==> src/rtl/wb_arbiter_pkg.sv <==
// Shared constants and types for the writeback arbiter slice.
// Names mirror the RegBus / RegAddrBus / WbFifoDepth / WbStarveMax core defines.
package wb_arbiter_pkg;

  localparam int REG_BUS       = 32;
  localparam int REG_ADDR_BUS  = 5;
  localparam int WB_FIFO_DEPTH = 2;
  localparam int WB_STARVE_MAX = 4;

  // ARB_DRAIN is the stall_req state: pipe ignored, FIFO drained.
  typedef enum logic {
    ARB_RUN   = 1'b0,
    ARB_DRAIN = 1'b1
  } arb_state_t;

endpackage

==> src/rtl/wb_arbiter_if.sv <==
// Writeback port bundle: MEM/WB input, long-latency handshake, issue
// notification and the registered regfile write port.
interface wb_arbiter_if
  import wb_arbiter_pkg::*;
#(
  parameter int DATA_W = REG_BUS,
  parameter int ADDR_W = REG_ADDR_BUS
) ();

  // lu handshake: a result transfers on a cycle where lu_valid && lu_ready.
  // lu_ready depends only on registered state, never on lu_valid.
  logic                 pipe_we;
  logic [ADDR_W-1:0]    pipe_waddr;
  logic [DATA_W-1:0]    pipe_wdata;
  logic                 lu_valid;
  logic                 lu_ready;
  logic [ADDR_W-1:0]    lu_waddr;
  logic [DATA_W-1:0]    lu_wdata;
  logic                 issue_valid;
  logic [ADDR_W-1:0]    issue_waddr;
  logic                 we;
  logic [ADDR_W-1:0]    waddr;
  logic [DATA_W-1:0]    wdata;
  logic [2**ADDR_W-1:0] busy;
  logic                 stall_req;
  arb_state_t           state;

  modport master (
    output pipe_we, pipe_waddr, pipe_wdata,
    output lu_valid, lu_waddr, lu_wdata,
    output issue_valid, issue_waddr,
    input  lu_ready, we, waddr, wdata, busy, stall_req, state
  );

  modport slave (
    input  pipe_we, pipe_waddr, pipe_wdata,
    input  lu_valid, lu_waddr, lu_wdata,
    input  issue_valid, issue_waddr,
    output lu_ready, we, waddr, wdata, busy, stall_req, state
  );

endinterface

==> src/rtl/wb_fifo.sv <==
// Synchronous FIFO, power-of-two depth, combinational head read.
// Push while full and pop while empty are ignored.
module wb_fifo #(
  parameter int WIDTH = 37,
  parameter int DEPTH = 2
) (
  input  logic                     clk,
  input  logic                     rst,
  input  logic                     push,
  input  logic                     pop,
  input  logic [WIDTH-1:0]         din,
  output logic [WIDTH-1:0]         dout,
  output logic [$clog2(DEPTH):0]   count,
  output logic                     full,
  output logic                     empty
);

  localparam int PTR_W = $clog2(DEPTH);
  localparam int CNT_W = PTR_W + 1;

  logic [WIDTH-1:0] mem [DEPTH];
  logic [PTR_W-1:0] rd_ptr, wr_ptr;
  logic [CNT_W-1:0] cnt;
  logic             do_push, do_pop;

  assign full    = (cnt == CNT_W'(DEPTH));
  assign empty   = (cnt == '0);
  assign do_push = push && !full;
  assign do_pop  = pop && !empty;
  assign dout    = mem[rd_ptr];
  assign count   = cnt;

  // Pointers wrap naturally because DEPTH is a power of two.
  always_ff @(posedge clk) begin
    if (rst) begin
      rd_ptr <= '0;
      wr_ptr <= '0;
      cnt    <= '0;
    end else begin
      if (do_push) wr_ptr <= wr_ptr + PTR_W'(1);
      if (do_pop)  rd_ptr <= rd_ptr + PTR_W'(1);
      case ({do_push, do_pop})
        2'b10:   cnt <= cnt + CNT_W'(1);
        2'b01:   cnt <= cnt - CNT_W'(1);
        default: cnt <= cnt;
      endcase
    end
  end

  always_ff @(posedge clk) begin
    if (do_push) mem[wr_ptr] <= din;
  end

endmodule

==> src/rtl/wb_arbiter.sv <==
// Writeback arbiter: merges MEM/WB writes with buffered long-latency results
// onto one registered regfile port, tracks pending writes, forces FIFO drains.
module wb_arbiter
  import wb_arbiter_pkg::*;
#(
  parameter int DATA_W     = REG_BUS,
  parameter int ADDR_W     = REG_ADDR_BUS,
  parameter int DEPTH      = WB_FIFO_DEPTH,
  parameter int STARVE_MAX = WB_STARVE_MAX
) (
  input logic         clk,
  input logic         rst,
  wb_arbiter_if.slave bus
);

  localparam int ENTRY_W  = ADDR_W + DATA_W;
  localparam int CNT_W    = $clog2(DEPTH) + 1;
  localparam int STARVE_W = $clog2(STARVE_MAX + 1);
  localparam int NREG     = 2**ADDR_W;

  logic [ENTRY_W-1:0]  head;
  logic [ADDR_W-1:0]   head_waddr;
  logic [DATA_W-1:0]   head_wdata;
  logic [CNT_W-1:0]    count;
  logic                full, empty;
  logic                push, pop, pipe_hit, starve_inc;

  arb_state_t          state_q, state_d;
  logic [STARVE_W-1:0] starve_q;
  logic                we_q, we_d;
  logic [ADDR_W-1:0]   waddr_q, waddr_d;
  logic [DATA_W-1:0]   wdata_q, wdata_d;
  logic [NREG-1:0]     busy_q, busy_d;

  assign head_waddr = head[ENTRY_W-1:DATA_W];
  assign head_wdata = head[DATA_W-1:0];

  assign bus.lu_ready = !rst && !full;
  assign push         = bus.lu_valid && bus.lu_ready;
  assign pipe_hit     = bus.pipe_we && (bus.pipe_waddr != '0) && (state_q == ARB_RUN);
  assign pop          = !pipe_hit && !empty;
  assign starve_inc   = pipe_hit && !empty;

  wb_fifo #(
    .WIDTH (ENTRY_W),
    .DEPTH (DEPTH)
  ) u_fifo (
    .clk   (clk),
    .rst   (rst),
    .push  (push),
    .pop   (pop),
    .din   ({bus.lu_waddr, bus.lu_wdata}),
    .dout  (head),
    .count (count),
    .full  (full),
    .empty (empty)
  );

  always_ff @(posedge clk) begin
    if (rst) begin
      state_q  <= ARB_RUN;
      starve_q <= '0;
      we_q     <= 1'b0;
      waddr_q  <= '0;
      wdata_q  <= '0;
      busy_q   <= '0;
    end else begin
      state_q  <= state_d;
      starve_q <= starve_inc ? starve_q + STARVE_W'(1) : '0;
      we_q     <= we_d;
      waddr_q  <= waddr_d;
      wdata_q  <= wdata_d;
      busy_q   <= busy_d;
    end
  end

  // Drain until the pop that leaves the FIFO empty; the empty check only
  // guards against ever sitting in ARB_DRAIN with nothing to pop.
  always_comb begin
    state_d = state_q;
    case (state_q)
      ARB_RUN: begin
        if (starve_inc && (starve_q == STARVE_W'(STARVE_MAX - 1))) state_d = ARB_DRAIN;
      end
      ARB_DRAIN: begin
        if (empty || ((count == CNT_W'(1)) && pop && !push)) state_d = ARB_RUN;
      end
      default: state_d = ARB_RUN;
    endcase
  end

  always_comb begin
    we_d    = 1'b0;
    waddr_d = waddr_q;
    wdata_d = wdata_q;
    if (pipe_hit) begin
      we_d    = 1'b1;
      waddr_d = bus.pipe_waddr;
      wdata_d = bus.pipe_wdata;
    end else if (pop) begin
      we_d    = (head_waddr != '0);
      waddr_d = head_waddr;
      wdata_d = head_wdata;
    end
  end

  // A new issue to the register being retired keeps it busy.
  always_comb begin
    busy_d = busy_q;
    if (pop) busy_d[head_waddr] = 1'b0;
    if (bus.issue_valid && (bus.issue_waddr != '0)) busy_d[bus.issue_waddr] = 1'b1;
    busy_d[0] = 1'b0;
  end

  assign bus.we        = we_q;
  assign bus.waddr     = waddr_q;
  assign bus.wdata     = wdata_q;
  assign bus.busy      = busy_q;
  assign bus.stall_req = (state_q == ARB_DRAIN);
  assign bus.state     = state_q;

endmodule

==> src/flat_wrapper.sv <==
// flat-port wrapper written by rule: the top's interface ports become plain ports
module wb_arbiter_flat import wb_arbiter_pkg::*;
#(
  parameter int DATA_W     = REG_BUS,
  parameter int ADDR_W     = REG_ADDR_BUS,
  parameter int DEPTH      = WB_FIFO_DEPTH,
  parameter int STARVE_MAX = WB_STARVE_MAX
)
  (clk, rst, bus_pipe_we, bus_pipe_waddr, bus_pipe_wdata, bus_lu_valid, bus_lu_waddr, bus_lu_wdata, bus_issue_valid, bus_issue_waddr, bus_lu_ready, bus_we, bus_waddr, bus_wdata, bus_busy, bus_stall_req, bus_state);
  wb_arbiter_if #(.DATA_W(DATA_W), .ADDR_W(ADDR_W)) bus_i ();
  input logic clk;
  input logic rst;
  input wire logic [$bits(bus_i.pipe_we)-1:0] bus_pipe_we;
  input wire logic [$bits(bus_i.pipe_waddr)-1:0] bus_pipe_waddr;
  input wire logic [$bits(bus_i.pipe_wdata)-1:0] bus_pipe_wdata;
  input wire logic [$bits(bus_i.lu_valid)-1:0] bus_lu_valid;
  input wire logic [$bits(bus_i.lu_waddr)-1:0] bus_lu_waddr;
  input wire logic [$bits(bus_i.lu_wdata)-1:0] bus_lu_wdata;
  input wire logic [$bits(bus_i.issue_valid)-1:0] bus_issue_valid;
  input wire logic [$bits(bus_i.issue_waddr)-1:0] bus_issue_waddr;
  output wire logic [$bits(bus_i.lu_ready)-1:0] bus_lu_ready;
  output wire logic [$bits(bus_i.we)-1:0] bus_we;
  output wire logic [$bits(bus_i.waddr)-1:0] bus_waddr;
  output wire logic [$bits(bus_i.wdata)-1:0] bus_wdata;
  output wire logic [$bits(bus_i.busy)-1:0] bus_busy;
  output wire logic [$bits(bus_i.stall_req)-1:0] bus_stall_req;
  output wire logic [$bits(bus_i.state)-1:0] bus_state;
  assign bus_i.pipe_we = bus_pipe_we;
  assign bus_i.pipe_waddr = bus_pipe_waddr;
  assign bus_i.pipe_wdata = bus_pipe_wdata;
  assign bus_i.lu_valid = bus_lu_valid;
  assign bus_i.lu_waddr = bus_lu_waddr;
  assign bus_i.lu_wdata = bus_lu_wdata;
  assign bus_i.issue_valid = bus_issue_valid;
  assign bus_i.issue_waddr = bus_issue_waddr;
  assign bus_lu_ready = bus_i.lu_ready;
  assign bus_we = bus_i.we;
  assign bus_waddr = bus_i.waddr;
  assign bus_wdata = bus_i.wdata;
  assign bus_busy = bus_i.busy;
  assign bus_stall_req = bus_i.stall_req;
  assign bus_state = bus_i.state;
  wb_arbiter #(.DATA_W(DATA_W), .ADDR_W(ADDR_W), .DEPTH(DEPTH), .STARVE_MAX(STARVE_MAX)) u_core (.clk(clk), .rst(rst), .bus(bus_i));
endmodule
==> config.mk <==
export PLATFORM = sky130hd
export DESIGN_NAME = wb_arbiter_flat
export DESIGN_NICKNAME = d
export VERILOG_FILES = /design/src/rtl/wb_arbiter_pkg.sv /design/src/rtl/wb_arbiter_if.sv /design/src/rtl/wb_fifo.sv /design/src/rtl/wb_arbiter.sv /design/src/flat_wrapper.sv
export SDC_FILE = /design/constraint.sdc
export NUM_CORES = 1
export LEC_CHECK = 0
export BUFFER_PORTS_ARGS = -buffer_cell sky130_fd_sc_hd__buf_2
export CORE_MARGIN = 2
export CORE_UTILIZATION = 50
export DETAILED_ROUTE_END_ITERATION = 8
export GPL_ROUTABILITY_DRIVEN = 0
export PLACE_DENSITY = 0.76
export SLEW_MARGIN = 20
export SYNTH_ARGS = -nofsm -noshare
export SYNTH_HDL_FRONTEND = slang
export SYNTH_HIERARCHICAL = 1
export SYNTH_SLANG_ARGS = --single-unit
==> constraint.sdc <==
create_clock -name clk -period 3.62 [get_ports clk]
set_clock_uncertainty 0.2 [all_clocks]
set_input_delay 0.724 -clock clk [delete_from_list [all_inputs] [get_ports clk]]
set_output_delay 0.724 -clock clk [all_outputs]
set_load 0.005 [all_outputs]
After elaboration in Yosys (flattened, before gate mapping):

Memory sizes are Yosys's and may differ from the RTL's. A register that Yosys moved wholly into a read port is not among the register bits.
Cells that the tools add are included.

* logic and storage cells: 77
* flip-flop bits (word level): 78
* memories kept: 1
* output and inout bits: 73
* bits in writable memories: 74
* input bits: 84

Memory list
* u_core.u_fifo.mem: words 2, bits a word 37, rd ports 1, clocked after Yosys merged registers in 1, write ports 1, line wb_fifo.sv:21 `logic [WIDTH-1:0] mem [DEPTH];`

* multiplexer cells: 20
* bitwise gates (word level): 5
* equality and inequality tests: 5
* $add $sub $neg: 5
* $lt $le $gt $ge: 4
* reductions and logical operators: 27

Operators with widths (count)
* 32-bit 2-to-1 mux: 4
* 32-bit AND: 1
* 32-bit NOT: 1
* 32-bit bitwise OR: 1
* 5-bit nonzero test: 3
* 1-bit logical AND: 14
* 5-bit by 6-bit less-than comparator with 1-bit output, second input constant: 2
* 1-bit demux with 5-bit select: 2
* 5-bit by 1-bit greater-or-equal comparator with 1-bit output, second input constant: 2
* 1-bit 2-to-1 mux: 10
* 5-bit 2-to-1 mux: 2
* 1-bit zero test: 5
* 2-bit by 1-bit equality test with 1-bit output, second input constant: 2
* 2-bit equality test, second input constant: 2
* 2-bit one-hot mux with 2 select lines: 1
* 2-bit nonzero test: 2
* 3-bit by 1-bit adder with 3-bit output, second input constant: 1
* 3-bit by 2-bit equality test with 1-bit output, second input constant: 1
* 1-bit adder, second input constant: 2
* 2-bit by 1-bit adder with 2-bit output, second input constant: 1
* 2-bit zero test: 1
* 1-bit NOT: 2
* 1-bit one-hot mux with 2 select lines: 1
* 2-bit OR reduction: 1
* 2 further kinds: 2

Logic depth before layout (Yosys ltp):

Gate-level depths: netlist (run 1).

* depth in word-level cells: 10
* mapped depth: 11
* gate-level depth less buffers: 9

By module:

Netlist (run 1), hierarchy kept.

By module, submodules not included
* wb_arbiter: cells each 364, sequential area each 1461.4 um^2, instances 1, area each 3284.4 um^2
* wb_fifo: cells each 141, sequential area each 2322.2 um^2, instances 1, area each 2882.8 um^2

Worst setup path before layout (run 1):

OpenSTA, ideal clock, no wires.

* kind: input to register
* start: in rst
* end: mem u_core.u_fifo.mem[0][0] (enable)
* setup slack: 0.695 ns
* stages: 5
* required time: 3.028 ns
* buffers on the path: 1
* library setup time: 0.392 ns
* arrival: 2.334 ns
* cell sequence: buf_2 nor3b_1 inv_1 or3_1 inv_1

* longest elaborated chain between the ends: 6

Ends and longest elaborated chain
* start: declaration: line flat_wrapper.sv:12 `input logic rst;`
* 1-bit zero test: line wb_arbiter.sv:38 `assign bus.lu_ready = !rst && !full;`
* 1-bit logical AND: line wb_arbiter.sv:38
* 1-bit logical AND: line wb_arbiter.sv:39 `assign push = bus.lu_valid && bus.lu_ready;`
* net u_core.push: line wb_arbiter.sv:26 `logic push, pop, pipe_hit, starve_inc;`
* 1-bit logical AND: line wb_fifo.sv:28 `assign do_push = push && !full;`
* 1-bit 2-to-1 mux: line wb_fifo.sv:51 `if (do_push) mem[wr_ptr] <= din;`
* 1-bit 2-to-1 mux (not written as such): line wb_fifo.sv:51
* end: declaration: line wb_fifo.sv:21

The timed path passes the listed nets, and every way through them passes these cells.

Final worst setup path (run 1):

* start: reg u_core.u_fifo.cnt[0], in the netlist u_core/u_fifo/count[0]
* end: mem u_core.u_fifo.mem[0][7] (enable)

* longest elaborated chain between the ends: 7

Ends and longest elaborated chain
* start: declaration: line wb_fifo.sv:23 `logic [CNT_W-1:0] cnt;`
* start signal: assignment: line wb_fifo.sv:43 `2'b10: cnt <= cnt + CNT_W'(1);`
* start signal: assignment: line wb_fifo.sv:44 `2'b01: cnt <= cnt - CNT_W'(1);`
* start signal: assignment: line wb_fifo.sv:45 `default: cnt <= cnt;`
* 2-bit equality test: line wb_fifo.sv:26 `assign full = (cnt == CNT_W'(DEPTH));`
* net u_core.full: line wb_arbiter.sv:25 `logic full, empty;`
* 1-bit zero test: line wb_arbiter.sv:38
* 1-bit logical AND: line wb_arbiter.sv:38
* 1-bit logical AND: line wb_arbiter.sv:39
* net u_core.push: line wb_arbiter.sv:26
* 1-bit logical AND: line wb_fifo.sv:28
* 1-bit 2-to-1 mux: line wb_fifo.sv:51
* 1-bit 2-to-1 mux (not written as such): line wb_fifo.sv:51

The timed path passes the listed nets, and every way through them passes these cells.

==> metrics.txt, run 1 <==
overall routed net length=between 10 and 15 mm; share of synthesized flip-flops with an asynchronous set or reset=0; highest clock frequency the design can meet=roughly 380 MHz; post-detailed-route DRC marker count=0; cell types occupying the most area after synthesis=sky130_fd_sc_hd__edfxtp_1 (36%), sky130_fd_sc_hd__dfxtp_1 (25%), sky130_fd_sc_hd__mux2i_1 (5.7%); 1st-iter DRT viols=between 300 and 400; total inserted antenna cells=0; Worst IR Drop VDD=between 0.3 and 0.4 mV; warning count from the yosys run=6; depth of the CTS H-tree=4; number of gates resized after CTS=0; Least-Margin Pin Slew=0.829 ns; min-delay worst type=reg -> reg; post-synth net total=just under 600; worst r2r src=u_core/u_fifo/count[0]; Compound-Gate Fraction of Synth Area=0.118; Hold Path Origin=u_core/starve_q[0]; number of global-route vias before repair=between 4k and 5k; Pre-Repair DR Iteration Count=4; simple-gate area share of the yosys netlist=0.0943; critical path launch point type=register; number of I/O pins=157; list of cells traversed by the critical path=nand2b_2 > inv_2 > nor3b_1 > inv_1 > or3_1 > inv_1 > buf_4; post-place setup slack=roughly 0.58 ns; required time of the critical path=approximately 3.5 ns; pin count of the biggest net entering global routing=75; max-cap violation count=0; Die Footprint=13200 um2; critical path data arrival time=roughly 2.6 ns; leakage power figure=0.00320 uW; number of synthesized register bits=152; unrepaired setup endpoints after global routing=false; hold buffer count at CTS=0; global route total overflow=0; Yosys top cell by area=sky130_fd_sc_hd__edfxtp_1; power density cells=551 nW/um2; Top cell by count, worst path=sky130_fd_sc_hd__inv_1; initial antenna violation count=1; final routed wire length divided by cell count=17.4 um; sequential share of the synthesized area=0.614; critical path's slowest cell=sky130_fd_sc_hd__dfxtp_1; number of unique standard cell types used by synthesis=45; worst-case headroom to the max-slew limit=0.448; combined buffer and inverter count along the critical path=4; instance area at placement=7020 um2; portion of synthesized cell area occupied by the leading cell type=0.360; top library cells by usage in the layout, fill and taps aside=sky130_fd_sc_hd__buf_2 (155), sky130_fd_sc_hd__dfxtp_1 (77), sky130_fd_sc_hd__edfxtp_1 (74), sky130_fd_sc_hd__nor2_1 (45), sky130_fd_sc_hd__nand2_1 (42); post-route setup slack=roughly 0.96 ns; critical path's largest stage delay=approximately 0.48 ns; CTS tree=done; placed wire-length estimate after detailed placement=9.67 mm; post-synthesis share of cell area spent on xor and xnor gates=0.00426; count of clock tree sinks=about 150; ANT nets after route=0; Net count, final=737; Final Cycle Share=0.736; most frequent standard cell in the layout excluding fill and tap cells=sky130_fd_sc_hd__buf_2; per-instance average area after synthesis=between 10 and 15 um2; cell area after layout=7630 um2; fraction of layout cells with a size suffix above 1=0.351; number of buffers on the longest clock path=2; most used flip-flop cell after synthesis=sky130_fd_sc_hd__dfxtp_1; die boundary height=between 100 and 150 um; type of the setup path with the least slack=reg -> reg; post-route setup TNS=0 ns; Area Overhead vs Synth=23.8%; number of port buffers=155; CTS Buf Count=17; root buffer cell=sky130_fd_sc_hd__clkbuf_16; min Tclk post-route=about 2.7 ns; row cnt=40; setup-violating endpoint count in the final report=0; cell class contributing the biggest share of worst-path delay=simple AND/OR/NAND/NOR gates; number of synthesized flops with an enable pin=between 70 and 80; capturing element type of the critical path=register; Worst-Skew Late Latency=0.42 ns; share of the core filled with cells in the final layout=0.636; Placeable Area=about 12000 um2; mapped cell area=about 6200 um2; vias per std cell=~5.6; max-slew violations=0; share of synthesized area spent on multiplexers=0.126; chip width=around 120 um; dominant combinational cell family by area after synthesis=multiplexers; vias after detailed routing=4517; clock input transition at the sequential cells of the worst setup and hold paths=about 0.060 ns; combined global-route utilization of all metal layers=0.219; Hold Fails Final Rpt=0; synthesized netlist cell count=slightly above 500; result of the run=completed; crit path max fanout=23; buffers inserted by post-CTS timing repair=0; post-synthesis share of cell area spent on full adders, half adders and majority gates=0.00609; starting density of the core=0.513; Worst Setup SP=u_core/u_fifo/count[0]; global-route wire length before repair=between 20 and 25 mm
==> routing by layer <==
layer | vias up | share of wire | global-route usage
met5 | - | 0.00092 | 0
met4 | 2 | 0.020 | 0.0940
met3 | 24 | 0.064 | 0.0622
met2 | 159 | 0.49 | 0.360
met1 | 2172 | 0.43 | 0.272
li1 | 2160 | - | -
==> per-stage QoR <==
stage               instances  power (uW)  hold slack (ns)
finish                    810        4200            0.230
CTS                       810        4220            0.232
floorplan                 505        2260            0.207
global placement          778        2420            0.217
global route              810        4330            0.266
detailed placement        778        2430            0.223
==> worst register-to-register path: cells and delay by family, from the launching register on <==
kind | cells | cell delay, ns
buffers and inverters | 4 | 0.58
AND/OR/NAND/NOR | 3 | 1.07
flip-flops | 1 | 0.48
==> cells by family (layout without fill, tap and decap cells) <==
family                     Yosys count  in the layout
AOI/OAI and AO/OA                  106            106
xor gates and xnor gates             3              3
adders and majority gates            3              3
buffers and inverters               45            203
DFF                                152            152
muxes                               73             73
other                                1              1
and+or+nand+nor                    122            122
==> state kept, by name, indices dropped and copies added (netlist names), named ones only <==
register / flops
u_core/u_fifo/count: 2
u_core/u_fifo/mem: 74
u_core/bus.stall_req: 1
u_core/u_fifo/wr_ptr: 1
u_core/bus.we: 1
u_core/u_fifo/rd_ptr: 1
u_core/bus.busy: 31
u_core/starve_q: 3
u_core/bus.wdata: 32
u_core/bus.waddr: 5
==> path summary, 6_finish.rpt <==
kind	end	slack (ns)	depth (start not counted)
max	u_core/u_fifo/mem[0][7]	0.96	7
min	u_core/starve_q[0]	0.23	1
max reg2reg	u_core/u_fifo/mem[0][7]	0.96	7
min reg2reg	u_core/starve_q[0]	0.23	1
==> synth_stat cells, types with 2 or more instances <==
cell type	n
sky130_fd_sc_hd__mux2i_1	35
sky130_fd_sc_hd__o21a_1	2
sky130_fd_sc_hd__mux2_1	16
sky130_fd_sc_hd__or3_1	3
sky130_fd_sc_hd__and3b_1	3
sky130_fd_sc_hd__buf_1	2
sky130_fd_sc_hd__ha_1	3
sky130_fd_sc_hd__clkbuf_1	14
sky130_fd_sc_hd__a21oi_1	29
sky130_fd_sc_hd__nand2_1	42
sky130_fd_sc_hd__o311ai_0	5
sky130_fd_sc_hd__buf_2	14
sky130_fd_sc_hd__and3_1	3
sky130_fd_sc_hd__nor3b_1	6
sky130_fd_sc_hd__nor3_1	2
sky130_fd_sc_hd__mux2_2	22
sky130_fd_sc_hd__nor2_1	46
sky130_fd_sc_hd__xnor2_1	2
sky130_fd_sc_hd__edfxtp_1	74
sky130_fd_sc_hd__or3b_2	2
sky130_fd_sc_hd__a22oi_1	3
sky130_fd_sc_hd__dfxtp_1	78
sky130_fd_sc_hd__buf_4	4
sky130_fd_sc_hd__o31ai_1	26
sky130_fd_sc_hd__nand3b_1	3
sky130_fd_sc_hd__nand3_2	2
sky130_fd_sc_hd__buf_6	2
sky130_fd_sc_hd__a211oi_1	34
sky130_fd_sc_hd__inv_1	7
sky130_fd_sc_hd__or2_2	2
sky130_fd_sc_hd__nor4_1	2
sky130_fd_sc_hd__o21ai_0	4
==> final cells by class <==
cell class              instances  area, um2
repair buffers                163        848
flip-flops and latches        152       3780
inverters                       8       30.0
clock buffers                  18        439
multi-input cells             308       2170
clock inverters                14        176
well taps                     147        184
fillers                       954       4380
==> power by group <==
group / leakage, uW / internal, uW / switching, uW / total [uW]
combinational: 0.00160 / 204 / 259 / 463
clock: 0.000284 / 1100 / 704 / 1810
sequential: 0.00132 / 1890 / 40.0 / 1930
total: 0.00320 / 3200 / 1000 / 4200
No activity file was read; power rests on OpenSTA's default activity.
==> inputs of run 2 (changes only) <==
CORE_UTILIZATION = 48   (was 50)
clock period = 2.38 ns   (was 3.62 ns; I/O delays follow)
==> run 2 against run 1 <==
Compared with the run above: clock power rose by 43%; utilization decreased by 1.6 points; global-route usage down 0.11 points; setup slack lost 0.85 ns; sequential share of layout area shrank 0.99 points; clock-buffer cell count is 2 higher; die area increased by 4.0%; sequential cell count stayed put; wire length is 3.5% higher; via count is 2.2% higher; largest power group unchanged.
==> metrics.txt, run 2 (synthesis results as in run 1) <==
number of buffers on the longest clock path=2 (unchanged); unrepaired setup endpoints after global routing=false; Reg area=3780 um2 (unchanged); Hold Fails Final Rpt=0 (unchanged); global route total overflow=0 (unchanged); Reg2Reg Depth=9 (+2); ANT nets after route=0 (unchanged); Area Overhead vs Synth=26.3%; number of global-route vias before repair=4599 (+3.0%); crit path max fanout=6 (-74%); result of the run=completed; highest clock frequency the design can meet=440 MHz (+17%); most frequent standard cell in the layout excluding fill and tap cells=sky130_fd_sc_hd__buf_2; number of I/O pins=157 (unchanged); vias per std cell=5.45 (-2.3%); post-detailed-route DRC marker count=0 (unchanged); initial antenna violation count=1 (unchanged); share of the core filled with cells in the final layout=0.620 (-0.0158); row cnt=41 (+2.5%); 1st-iter DRT viols=320 (-17%); worst hold margin=0.0457 ns (-0.185 ns); type of the setup path with the least slack=reg -> reg; number of flip-flops under the largest register name=74 (unchanged); Least-Margin Pin Slew=0.690 ns (-0.138 ns); combined global-route utilization of all metal layers=0.218 (-0.00109); chip width=117 um (+2.0%); pin count of the biggest net entering global routing=57 (-24%); cell class contributing the biggest share of worst-path delay=simple AND/OR/NAND/NOR gates; vias after detailed routing=4615 (+2.2%); hold buffer count at CTS=0 (unchanged); Pre-Repair DR Iteration Count=5 (+1); Worst IR Drop VDD=0.544 mV (+63%); top library cells by usage in the layout, fill and taps aside=sky130_fd_sc_hd__buf_2 (155), sky130_fd_sc_hd__dfxtp_1 (77), sky130_fd_sc_hd__edfxtp_1 (74), sky130_fd_sc_hd__nor2_1 (45), sky130_fd_sc_hd__nand2_1 (42); Worst-Skew Late Latency=0.42 ns (about the same); Cell Count Post-Placement=815 (+4.8%); required time of the critical path=2.52 ns (-0.99 ns); Net count, final=749 (+1.6%); leakage power figure=0.00326 uW (+1.8%); fin cells=847 (+4.6%); worst-case headroom to the max-slew limit=0.538 (+0.0904); placed wire-length estimate after detailed placement=9.97 mm (+3.0%); setup-violating endpoint count in the final report=0 (unchanged); critical path data arrival time=2.41 ns (-0.14 ns); cell area after layout=7790 um2 (+2.0%); CTS Buf Count=17 (unchanged); total inserted antenna cells=0 (unchanged); global-route wire length before repair=23.6 mm (+7.3%); capturing element type of the critical path=register; min Tclk post-route=2.27 ns (-0.393 ns); fraction of layout cells with a size suffix above 1=0.363 (+0.0115); final routed wire length divided by cell count=17.2 um (-1.0%); instance area at placement=7210 um2 (+2.8%); max-slew violations=0 (unchanged); die boundary height=117 um (+2.0%); number of port buffers=155 (unchanged); list of cells traversed by the critical path=nor2_4 > or2_2 > o22a_4 > inv_1 > o21a_1 > ha_4 > xnor2_1 > or3_1 > a21oi_1; power density cells=805 nW/um2 (+46%); critical path launch point type=register; critical path's slowest cell=sky130_fd_sc_hd__dfxtp_1; root buffer cell=sky130_fd_sc_hd__clkbuf_16; Reg with most FFs=u_core/u_fifo/mem; Filler Cell Count=1009 (+5.8%); Placeable Area=12600 um2 (+4.6%); number of gates resized after CTS=0 (unchanged); combined buffer and inverter count along the critical path=1 (-3); starting density of the core=0.491 (-0.0227); min-delay worst type=in -> reg; clock input transition at the sequential cells of the worst setup and hold paths=0.06 ns (about the same); critical path's largest stage delay=0.46 ns (-0.02 ns); depth of the CTS H-tree=4 (unchanged); Die Footprint=13800 um2 (+4.0%); overall routed net length=14.6 mm (+3.5%); CTS tree=done; max-cap violation count=0 (unchanged); total chip power=6270 uW (+49%); total stage count of the critical path=9 (+2); Final Cycle Share=0.955 (+0.218); buffers inserted by post-CTS timing repair=0 (unchanged); area of the multi-input gates=2190 um2 (+0.92%); count of clock tree sinks=152 (unchanged); cell count of the worst hold path=1 (unchanged)
==> run 2: layout make-up <==
class	instances	area share
flip-flops and latches	152	0.486
clock inverters	12	0.0165
repair buffers	175	0.127
well taps	172	0.0276
multi-input cells	308	0.281
inverters	8	0.00434
clock buffers	20	0.0573
==> run 2: where the power goes <==
group          internal (uW)  switching (uW)  total, uW
clock network           1570            1010       2580
registers               2880            54.9       2930
logic                    343             414        757
==> run 2: stage by stage <==
step	worst slack (ns)	setup TNS, ns
6_report	0.108	0
3_3_place_gp	-0.111	-0.111
5_1_grt	0.0428	0
2_1_floorplan	-0.143	-0.143
4_1_cts	0.125	0
3_5_place_dp	-0.188	-0.202
==> run 2: final timing paths <==
path                                           endpoint  slack [ns]                   start
worst max-delay path             u_core/u_fifo/count[1]        0.11  u_core/u_fifo/count[1]
worst min-delay path            u_core/u_fifo/mem[0][9]        0.05         bus_lu_wdata[9]
worst max register to register   u_core/u_fifo/count[1]        0.11  u_core/u_fifo/count[1]
worst min register to register       u_core/starve_q[0]        0.24      u_core/starve_q[0]
==> run 2: metal layers <==
layer	wire, um	up-vias	GRT usage
met5	13	-	0
met4	263	2	0.0904
met3	1240	28	0.0734
met2	6910	225	0.357
met1	6130	2178	0.263
li1	-	2182	-
